**src/rtl/light_stand_pkg.sv**
```systemverilog
`default_nettype none
// ============================================================================
//  light_stand_pkg
//  --------------------------------------------------------------------------
//  Shared constants and types for the light-stand PWM path: the period
//  counter modulus, the count width, the three lit duty levels and the
//  brightness state encoding.
//
//  Contents:
//    PERIOD     counter modulus (counter sweeps 0..PERIOD-1)
//    CNT_W      width of the period count and every duty value
//    DUTY_*     high-time in counts for each lit brightness level
//    state_e    OFF/LOW/MID/HIGH brightness encoding
//    next_level brightness step taken on a button press (wraps HIGH->OFF)
//
//  Revision: 1.0  initial release
// ============================================================================
package light_stand_pkg;

  localparam int PERIOD = 1000;
  localparam int CNT_W  = 10;

  localparam logic [CNT_W-1:0] DUTY_LOW  = 10'd250;
  localparam logic [CNT_W-1:0] DUTY_MID  = 10'd500;
  // A value >= PERIOD gives a lamp that is constantly on.
  localparam logic [CNT_W-1:0] DUTY_HIGH = 10'd900;

  typedef enum logic [1:0] {
    ST_OFF  = 2'd0,
    ST_LOW  = 2'd1,
    ST_MID  = 2'd2,
    ST_HIGH = 2'd3
  } state_e;

  // One press moves one level brighter; HIGH wraps back to OFF.
  function automatic state_e next_level(input state_e cur);
    state_e nxt;
    case (cur)
      ST_OFF:  nxt = ST_LOW;
      ST_LOW:  nxt = ST_MID;
      ST_MID:  nxt = ST_HIGH;
      ST_HIGH: nxt = ST_OFF;
      default: nxt = ST_OFF;
    endcase
    return nxt;
  endfunction

endpackage
`default_nettype wire

```
**src/rtl/pwm_light_driver.sv**
```systemverilog
`default_nettype none
// ============================================================================
//  pwm_light_driver
//  --------------------------------------------------------------------------
//  Consumer end of the free-running period counter that drives the
//  light-stand lamp. A debounced button steps a four-level brightness
//  state (OFF/LOW/MID/HIGH). The duty for the current level is captured
//  into a shadow register only at period start, so a brightness change
//  never cuts a period short or stretches it. The lamp output is a
//  registered compare of the period count against that duty.
//
//  Ports:
//    i_clk      in   1      system clock
//    i_reset    in   1      asynchronous active-high reset
//    i_counter  in   CNT_W  period count (0..PERIOD-1), same clock domain
//    i_btn      in   1      debounced button level, synchronous to i_clk
//    o_pwm      out  1      registered PWM drive to the lamp
//    o_state    out  2      brightness: 0=OFF 1=LOW 2=MID 3=HIGH
//    o_duty     out  CNT_W  duty currently applied (shadow register)
//
//  Revision: 1.0  initial release
// ============================================================================
module pwm_light_driver #(
  parameter int               CNT_W     = light_stand_pkg::CNT_W,
  parameter logic [CNT_W-1:0] DUTY_LOW  = light_stand_pkg::DUTY_LOW,
  parameter logic [CNT_W-1:0] DUTY_MID  = light_stand_pkg::DUTY_MID,
  parameter logic [CNT_W-1:0] DUTY_HIGH = light_stand_pkg::DUTY_HIGH
) (
  input  logic             i_clk,
  input  logic             i_reset,
  input  logic [CNT_W-1:0] i_counter,
  input  logic             i_btn,
  output logic             o_pwm,
  output logic [1:0]       o_state,
  output logic [CNT_W-1:0] o_duty
);

  import light_stand_pkg::*;

  state_e           state;
  logic             btn_d;
  logic             btn_rise;
  logic             period_start;
  logic [CNT_W-1:0] duty_target;
  logic [CNT_W-1:0] duty_shadow;
  logic [CNT_W-1:0] eff_duty;

  // --------------------------------------------------------------------------
  // Button edge detector: one-cycle pulse per press, nothing while held.
  // --------------------------------------------------------------------------
  always_ff @(posedge i_clk or posedge i_reset) begin
    if (i_reset) begin
      btn_d <= 1'b0;
    end else begin
      btn_d <= i_btn;
    end
  end

  assign btn_rise = i_btn & ~btn_d;

  // --------------------------------------------------------------------------
  // Brightness FSM.
  // --------------------------------------------------------------------------
  always_ff @(posedge i_clk or posedge i_reset) begin
    if (i_reset) begin
      state <= ST_OFF;
    end else if (btn_rise) begin
      state <= next_level(state);
    end
  end

  // --------------------------------------------------------------------------
  // Duty target, decoded from the registered state. Because it is driven
  // from the register, a press landing on the period-start cycle still
  // presents the old level's duty on that cycle.
  // --------------------------------------------------------------------------
  always_comb begin
    duty_target = '0;
    case (state)
      ST_OFF:  duty_target = '0;
      ST_LOW:  duty_target = DUTY_LOW;
      ST_MID:  duty_target = DUTY_MID;
      ST_HIGH: duty_target = DUTY_HIGH;
      default: duty_target = '0;
    endcase
  end

  // --------------------------------------------------------------------------
  // Shadow register: reloads only at period start.
  // --------------------------------------------------------------------------
  assign period_start = (i_counter == '0);

  always_ff @(posedge i_clk or posedge i_reset) begin
    if (i_reset) begin
      duty_shadow <= '0;
    end else if (period_start) begin
      duty_shadow <= duty_target;
    end
  end

  // --------------------------------------------------------------------------
  // Comparator. On the period-start cycle the shadow is still holding last
  // period's value, so the freshly selected target is used directly;
  // otherwise a change of level would be one count late at the wrap and a
  // full-on duty would blink low for a cycle.
  // --------------------------------------------------------------------------
  assign eff_duty = period_start ? duty_target : duty_shadow;

  always_ff @(posedge i_clk or posedge i_reset) begin
    if (i_reset) begin
      o_pwm <= 1'b0;
    end else begin
      o_pwm <= (i_counter < eff_duty);
    end
  end

  assign o_state = state;
  assign o_duty  = duty_shadow;

endmodule
`default_nettype wire
```
**config.mk**
```make
export PLATFORM = sky130hd
export DESIGN_NAME = pwm_light_driver
export DESIGN_NICKNAME = d
export VERILOG_FILES = /design/src/rtl/light_stand_pkg.sv /design/src/rtl/pwm_light_driver.sv
export SDC_FILE = /design/constraint.sdc
export NUM_CORES = 1
export LEC_CHECK = 0
export BUFFER_PORTS_ARGS = -buffer_cell sky130_fd_sc_hd__buf_2
export CAP_MARGIN = 20
export CORE_UTILIZATION = 50
export CTS_CLUSTER_SIZE = 30
export DETAILED_ROUTE_END_ITERATION = 8
export GPL_TIMING_DRIVEN = 0
export MAX_ROUTING_LAYER = met4
export PLACE_DENSITY = 0.77
export SLEW_MARGIN = 20
export SYNTH_ARGS = -nofsm -noshare
export SYNTH_HDL_FRONTEND = slang
export SYNTH_SLANG_ARGS = --single-unit
```
**constraint.sdc**
```tcl
create_clock -name i_clk -period 2.4 [get_ports i_clk]
set_clock_uncertainty 0.1 [all_clocks]
set_input_delay 0.48 -clock i_clk [delete_from_list [all_inputs] [get_ports i_clk]]
set_output_delay 0.48 -clock i_clk [all_outputs]
set_load 0.01 [all_outputs]
```
==> results of run 1 <==
## worst reg2reg max path, delay by kind of cell, from the launching register on
kind,cells,cell delay (ns)
adders and majority gates,2,0.56
buffers and inverters,1,0.09
and+or+nand+nor,3,0.60
muxes,1,0.12
DFF,1,0.43
AOI/OAI and AO/OA,1,0.22
## worst max path at each step
stage | from | endpoint | slack (ns) | depth (start not counted)
after floorplan | i_counter[7] | o_pwm | -0.04 | 8
after global placement | i_counter[7] | o_pwm | -0.32 | 9
after detailed placement | i_counter[7] | o_pwm | -0.38 | 9
after CTS | i_counter[7] | o_pwm | 0.04 | 9
after global routing | i_counter[5] | o_pwm | -0.009 | 9
final | i_counter[5] | o_pwm | 0.08 | 9
## where the power goes
| group | switching, W | internal [W] |
|---|---|---|
| Sequential | 0.0000281 | 0.000261 |
| Clock | 0.0000771 | 0.0000581 |
| Combinational | 0.000155 | 0.000110 |
## cells by family after synthesis
family / after synthesis
AOI/OAI and AO/OA: 9
adders and majority gates: 13
buffers and inverters: 5
DFF: 14
muxes: 19
and+or+nand+nor: 17
## layout make-up
| cell class | count | share of cell area |
|---|---|---|
| Timing Repair Buffer | 33 | 0.178 |
| Clock buffer | 3 | 0.0183 |
| Multi-Input combinational cell | 58 | 0.465 |
| Sequential cell | 14 | 0.285 |
| Tap cell | 25 | 0.0254 |
| Buffer | 1 | 0.0163 |
| Inverter | 4 | 0.0122 |
## registers in the layout, summed over array words and instances (netlist names)
signal	cells
o_duty	10
o_state	2
btn_d	1
o_pwm	1
## synthesized netlist by cell type, types with 2 or more instances
master / number
a21oi_1: 4
dfrtp_1: 14
ha_1: 13
inv_1: 4
mux2_2: 10
mux2i_1: 9
nand2_1: 3
nor2_1: 5
nor4_2: 2
o21ai_0: 3
## metrics by stage
stage | setup slack, ns | instances | utilization | setup TNS, ns | cell area [sq um]
2_1_floorplan | -0.0404 | 77 | - | -0.0404 | 943
3_3_place_gp | -0.320 | 127 | 0.644 | -0.320 | 1100
4_1_cts | 0.0405 | 133 | 0.670 | 0 | 1140
3_5_place_dp | -0.377 | 127 | 0.644 | -0.377 | 1100
6_report | 0.0768 | 138 | 0.720 | 0 | 1230
5_1_grt | -0.00895 | 138 | 0.720 | -0.00895 | 1230
## timing repair
action                                  in CTS  in global routing
pin swaps                                    1                  8
resized for setup                            0                 15
endpoints found under the setup margin       1                  1
hold endpoints to repair                     0                  0
buffers inserted                             3                  5
## per-layer routing
metal | GRT usage | wire length, um
met1 | 0.252 | 836
met2 | 0.371 | 1020
met3 | 0.0490 | 95
met4 | 0.0667 | 9
met5 | - | 0
==> flow_results.xml, run 1 <==
<?xml version="1.0" encoding="UTF-8"?>
<metrics>
  <group name="logic_synthesis">
    <metric name="share_of_the_synthesized_netlist_area_taken_by_xor_and_xnor_gates" unit="">0</metric>
    <metric name="synth_warnings" unit="">0</metric>
    <metric name="synth_compound_gate_area_share" unit="">0.0577</metric>
    <metric name="synthesis.area_per_instance" unit="sq um">11.8</metric>
    <metric name="asyncSetResetFlopFracSynth" unit="">1.00</metric>
    <metric name="postSynthNetCount" unit="">103</metric>
    <metric name="post_synth_and_or_nand_nor_area_fraction" unit="">0.128</metric>
    <metric name="main_combinational_cell_family_by_area_after_synthesis" unit="">multiplexers</metric>
    <metric name="synth.area.top_cells" unit="">dfrtp_1 (38%), ha_1 (18%), mux2_2 (12%)</metric>
    <metric name="ys.flop_type" unit="">dfrtp_1</metric>
    <metric name="synth.yosys.seq_area_share" unit="">0.385</metric>
    <metric name="synth.top_cell.area_share" unit="">0.385</metric>
    <metric name="synth.mux.area_fraction" unit="">0.223</metric>
    <metric name="mappedNetlistArea" unit="sq um">911</metric>
    <metric name="synth_enable_flop_cells" unit="">0</metric>
    <metric name="netlist_instances" unit="">77</metric>
    <metric name="yosys.area.top_type" unit="">dfrtp_1</metric>
    <metric name="post_synth_fa_ha_maj_area_fraction" unit="">0.179</metric>
    <metric name="netlist-cell-type-count" unit="">20</metric>
    <metric name="ys_ff_latch" unit="">14</metric>
  </group>
  <group name="clock_network">
    <metric name="cts_max_level" unit="">1</metric>
    <metric name="clock-root-buffer" unit="">clkbuf_4</metric>
    <metric name="path_clk_slew" unit="ns">0.09</metric>
    <metric name="cts_tree" unit="">done</metric>
    <metric name="cts-hold-fix-buffers" unit="">0</metric>
    <metric name="clockBufferDepth" unit="">2</metric>
    <metric name="number_of_cts_inserted_buffers" unit="">3</metric>
    <metric name="cts.sink_count" unit="">14</metric>
    <metric name="worstSkewPairLatency" unit="ns">0.27</metric>
  </group>
  <group name="timing">
    <metric name="fmax" unit="MHz">430</metric>
    <metric name="final-hold-violation-count" unit="">0</metric>
    <metric name="max-slew-margin-rel" unit="">0.638</metric>
    <metric name="fin_hold_ws" unit="ns">0.132</metric>
    <metric name="setup-violations-final" unit="">0</metric>
    <metric name="timing_worst_slew_pin_value" unit="ns">0.542</metric>
    <metric name="timing_max_transition_violations_final" unit="">0</metric>
    <metric name="timing.final.crit_period" unit="ns">2.32</metric>
    <metric name="setup_repair_after_global_routing_missed_its_margin" unit="">yes</metric>
    <metric name="finalCritPeriodShare" unit="">0.968</metric>
  </group>
  <group name="global_routing">
    <metric name="grt_pass1_wl" unit="mm">2.97</metric>
    <metric name="grt_remaining_overflow" unit="">0</metric>
    <metric name="gr-usage-all-layers" unit="">0.217</metric>
    <metric name="antenna_found_initial" unit="">0</metric>
    <metric name="vias_in_the_first_global_route" unit="">684</metric>
    <metric name="grt_start_max_net_pins" unit="">15</metric>
  </group>
  <group name="routing">
    <metric name="dr_total_vias" unit="">727</metric>
    <metric name="number_of_vias_per_cell_after_detailed_routing" unit="">5.27</metric>
    <metric name="drt_first_iter_violations" unit="">5</metric>
    <metric name="drt_drc_violations_left" unit="">0</metric>
    <metric name="post_detailed_route_wirelength_per_cell" unit="um">14.2</metric>
    <metric name="detail_route.first_pass.iterations" unit="">2</metric>
    <metric name="drt-total-wl" unit="mm">1.96</metric>
    <metric name="detail-route-antenna-nets" unit="">0</metric>
  </group>
  <group name="pwr">
    <metric name="highest_ir_drop_seen_on_vdd" unit="V">0.000489</metric>
    <metric name="report.power.total" unit="W">0.000690</metric>
    <metric name="power.leakage" unit="nW">0.673</metric>
    <metric name="power_density" unit="nW/um^2">561</metric>
  </group>
  <group name="setup_path">
    <metric name="cp-start-kind" unit="">input pin</metric>
    <metric name="setup.reg_to_reg.worst_slack" unit="ns">0.19</metric>
    <metric name="worstReg2RegEnd" unit="">o_pwm</metric>
    <metric name="r2r_cells" unit="">8</metric>
    <metric name="worst_ep_required_time" unit="ns">2.48</metric>
    <metric name="critPathTopFamily" unit="">simple AND/OR/NAND/NOR gates</metric>
    <metric name="r2r-start" unit="">o_state[0]</metric>
    <metric name="critical_path.slowest_cell" unit="">or3b_4</metric>
    <metric name="crit_buf_inv" unit="">2</metric>
    <metric name="worstSetupPathType" unit="">in2reg</metric>
    <metric name="crit_path_end_kind" unit="">flip-flop</metric>
    <metric name="critical-path-max-stage-delay" unit="ns">0.38</metric>
    <metric name="cp_max_fo" unit="">6</metric>
    <metric name="arrival" unit="ns">2.41</metric>
    <metric name="path_cells" unit="">buf_8 &gt; nor4_4 &gt; nand3_4 &gt; buf_12 &gt; mux2i_1 &gt; ha_2 &gt; or3b_4 &gt; a31o_2 &gt; a221oi_2</metric>
  </group>
  <group name="placed_design">
    <metric name="dp_wirelength" unit="mm">1.40</metric>
    <metric name="place_congestion" unit="">0.787</metric>
    <metric name="portBuffers" unit="">25</metric>
  </group>
  <group name="layout">
    <metric name="seq_area" unit="sq um">350</metric>
    <metric name="n_fill_cell" unit="">123</metric>
    <metric name="nets" unit="">141</metric>
    <metric name="layout_common_cells" unit="">buf_2 (22), dfrtp_1 (14), ha_1 (12)</metric>
    <metric name="layout_commonest_cell" unit="">buf_2</metric>
    <metric name="multi_input_comb_area" unit="sq um">572</metric>
    <metric name="synthToLayoutAreaGrowth" unit="%">35.0</metric>
    <metric name="num_antenna_cells" unit="">0</metric>
    <metric name="drive_gt1_frac" unit="">0.496</metric>
  </group>
  <group name="die">
    <metric name="rows" unit="">15</metric>
    <metric name="die_area" unit="sq um">2000</metric>
    <metric name="design.portCount" unit="">26</metric>
    <metric name="dieWidth" unit="um">44.7</metric>
    <metric name="core_area" unit="sq um">1710</metric>
    <metric name="die_h" unit="um">44.7</metric>
    <metric name="initial_core_util" unit="">0.533</metric>
  </group>
  <group name="outcome">
    <metric name="outcome" unit="">finished, final reports clean</metric>
  </group>
  <group name="worst_hold_path">
    <metric name="worstHoldPathType" unit="">in2async</metric>
  </group>
  <group name="run">
    <metric name="max_cap_violations" unit="">0</metric>
  </group>
</metrics>
(Power assumes the default switching activity.)
==> run 2: changes to the inputs <==
==> constraint.sdc (replaced) <==
create_clock -name i_clk -period 2.4 [get_ports i_clk]
set_clock_uncertainty 0.1 [all_clocks]
set_input_delay 0.12 -clock i_clk [delete_from_list [all_inputs] [get_ports i_clk]]
set_output_delay 0.12 -clock i_clk [all_outputs]
set_load 0.01 [all_outputs]
==> run 2 against run 1 <==
  * Wire length decreased by 15%
  * Register-to-register slack is essentially flat
  * Via count down 7.6%
  * Highest routed layer unchanged
  * Clock-buffer cell count rose by 1
  * Setup slack improved by 0.073 ns
  * Non-clock buffer count fell by 6
  * Core utilization fell by 5.1 points
  * Sequential share of layout area up 2.2 points
==> flow_results.xml, run 2 (same netlist as run 1, synthesis figures left out) <==
<?xml version="1.0" encoding="UTF-8"?>
<metrics>
  <group name="run">
    <metric name="max_cap_violations" unit="">0</metric>
  </group>
  <group name="timing">
    <metric name="final-hold-violation-count" unit="">0</metric>
    <metric name="post-route-worst-setup-slack" unit="ns">0.150</metric>
    <metric name="timing_max_transition_violations_final" unit="">0</metric>
    <metric name="max-slew-margin-rel" unit="">0.648</metric>
    <metric name="setup-violations-final" unit="">0</metric>
    <metric name="setup_repair_after_global_routing_missed_its_margin" unit="">no</metric>
    <metric name="timing.final.crit_period" unit="ns">2.25</metric>
    <metric name="finalCritPeriodShare" unit="">0.937</metric>
    <metric name="fmax" unit="MHz">444</metric>
    <metric name="timing_worst_slew_pin_value" unit="ns">0.527</metric>
  </group>
  <group name="placed_design">
    <metric name="portBuffers" unit="">25</metric>
    <metric name="dp_worst_setup_slack" unit="ns">-0.223</metric>
    <metric name="place_congestion" unit="">0.800</metric>
    <metric name="dp_wirelength" unit="mm">1.36</metric>
  </group>
  <group name="routing">
    <metric name="drt_drc_violations_left" unit="">0</metric>
    <metric name="drt-total-wl" unit="mm">1.68</metric>
    <metric name="drt_first_iter_violations" unit="">6</metric>
    <metric name="post_detailed_route_wirelength_per_cell" unit="um">12.6</metric>
    <metric name="detail-route-antenna-nets" unit="">0</metric>
    <metric name="detail_route.first_pass.iterations" unit="">4</metric>
    <metric name="number_of_vias_per_cell_after_detailed_routing" unit="">5.05</metric>
    <metric name="dr_total_vias" unit="">672</metric>
  </group>
  <group name="setup_path">
    <metric name="path_cells" unit="">buf_2 &gt; nor4_4 &gt; nand3_4 &gt; buf_6 &gt; mux2i_1 &gt; ha_1 &gt; or3b_2 &gt; a31o_2 &gt; a221oi_1</metric>
    <metric name="cp_max_fo" unit="">10</metric>
    <metric name="crit_buf_inv" unit="">2</metric>
    <metric name="arrival" unit="ns">2.31</metric>
    <metric name="critical-path-max-stage-delay" unit="ns">0.46</metric>
    <metric name="critPathTopFamily" unit="">simple AND/OR/NAND/NOR gates</metric>
    <metric name="worst_ep_required_time" unit="ns">2.46</metric>
    <metric name="worstSetupPathType" unit="">in2reg</metric>
    <metric name="crit_path_end_kind" unit="">flip-flop</metric>
    <metric name="critical_path.slowest_cell" unit="">or3b_2</metric>
    <metric name="cp-start-kind" unit="">input pin</metric>
  </group>
  <group name="layout">
    <metric name="n_fill_cell" unit="">133</metric>
    <metric name="num_antenna_cells" unit="">0</metric>
    <metric name="nets" unit="">135</metric>
    <metric name="synthToLayoutAreaGrowth" unit="%">25.5</metric>
    <metric name="layout_common_cells" unit="">buf_2 (25), dfrtp_1 (14), ha_1 (13)</metric>
    <metric name="drive_gt1_frac" unit="">0.426</metric>
    <metric name="layout_commonest_cell" unit="">buf_2</metric>
    <metric name="number_of_flip_flops_in_the_largest_register" unit="">10</metric>
  </group>
  <group name="global_routing">
    <metric name="antenna_found_initial" unit="">0</metric>
    <metric name="grt_remaining_overflow" unit="">0</metric>
    <metric name="vias_in_the_first_global_route" unit="">627</metric>
    <metric name="grt_start_max_net_pins" unit="">15</metric>
    <metric name="grt_pass1_wl" unit="mm">2.56</metric>
    <metric name="gr-usage-all-layers" unit="">0.186</metric>
  </group>
  <group name="clock_network">
    <metric name="path_clk_slew" unit="ns">0.08</metric>
    <metric name="cts_max_level" unit="">1</metric>
    <metric name="cts.sink_count" unit="">14</metric>
    <metric name="cts_tree" unit="">done</metric>
    <metric name="number_of_cts_inserted_buffers" unit="">3</metric>
    <metric name="clockBufferDepth" unit="">2</metric>
    <metric name="clock-root-buffer" unit="">clkbuf_4</metric>
    <metric name="worstSkewPairLatency" unit="ns">0.26</metric>
  </group>
  <group name="die">
    <metric name="die_area" unit="sq um">2000</metric>
    <metric name="dieWidth" unit="um">44.7</metric>
    <metric name="die_h" unit="um">44.7</metric>
    <metric name="rows" unit="">15</metric>
    <metric name="design.portCount" unit="">26</metric>
    <metric name="initial_core_util" unit="">0.533</metric>
    <metric name="core_area" unit="sq um">1710</metric>
  </group>
  <group name="outcome">
    <metric name="outcome" unit="">finished, final reports clean</metric>
  </group>
  <group name="pwr">
    <metric name="report.power.total" unit="W">0.000711</metric>
    <metric name="power_density" unit="nW/um^2">621</metric>
    <metric name="power.leakage" unit="nW">0.639</metric>
    <metric name="highest_ir_drop_seen_on_vdd" unit="V">0.000595</metric>
  </group>
  <group name="worst_hold_path">
    <metric name="worstHoldPathType" unit="">in2reg</metric>
  </group>
</metrics>
[run 2: worst paths after layout]
| path | start | endpoint | slack (ns) | cells after the start |
|---|---|---|---|---|
| worst min-delay path | i_counter[0] | o_pwm | 0.17 | 4 |
| worst min register to register | o_duty[0] | o_duty[0] | 0.41 | 1 |
| min in group asynchronous | i_reset | o_duty[1] | 0.31 | 3 |
| worst max-delay path | i_counter[0] | o_pwm | 0.15 | 9 |
| max in group asynchronous | i_reset | o_state[0] | 1.53 | 3 |
| worst max register to register | o_state[1] | o_pwm | 0.18 | 7 |
[run 2: layout make-up]
type / instances / area, sq um / area share
plain buffers: 1 / 11.3 / 0.00985
clock buffers: 4 / 36.3 / 0.0317
inverters: 4 / 15.0 / 0.0131
multi-input cells: 58 / 554 / 0.485
flip-flops and latches: 14 / 350 / 0.306
well taps: 25 / 31.3 / 0.0274
repair buffers: 27 / 145 / 0.127
[run 2: repair_timing]
| item | CTS | global route |
|---|---|---|
| endpoints found under the setup margin | 0 | 1 |
| hold endpoints to repair | 15 | 0 |
| buffers inserted | 0 | 0 |
| resized for setup | 0 | 3 |
| hold buffers | 2 | 0 |
[run 2: metrics by stage]
step	setup TNS (ns)	hold WS [ns]	cells	util	instance area [sq um]
final	0	0.166	133	0.670	1140
after global routing	0	0.182	133	0.670	1140
after CTS	0	0.139	133	0.658	1120
after detailed placement	-0.223	0.0772	127	0.625	1070
after global placement	-0.189	0.0703	127	0.625	1070
after floorplan	0	-0.0908	77	-	911
[run 2: tightest hold or removal path, delay by kind of cell]
family	cells	cell delay (ns)
AOI/OAI and AO/OA	2	0.16
buffers and inverters	1	0.11
and+or+nand+nor	1	0.11
[run 2: power breakdown]
group	leakage [nW]	switching [W]	internal [W]	total (W)
clock network	0.0210	0.0000694	0.0000921	0.000162
registers	0.182	0.0000270	0.000262	0.000289
logic	0.435	0.000152	0.000108	0.000261
[run 2: layer usage]
metal,vias up,global-route usage,wire length (um)
li1,343,-,-
met1,312,0.238,801
met2,15,0.297,820
met3,2,0.0122,42
met4,0,0.0909,10
met5,-,-,0
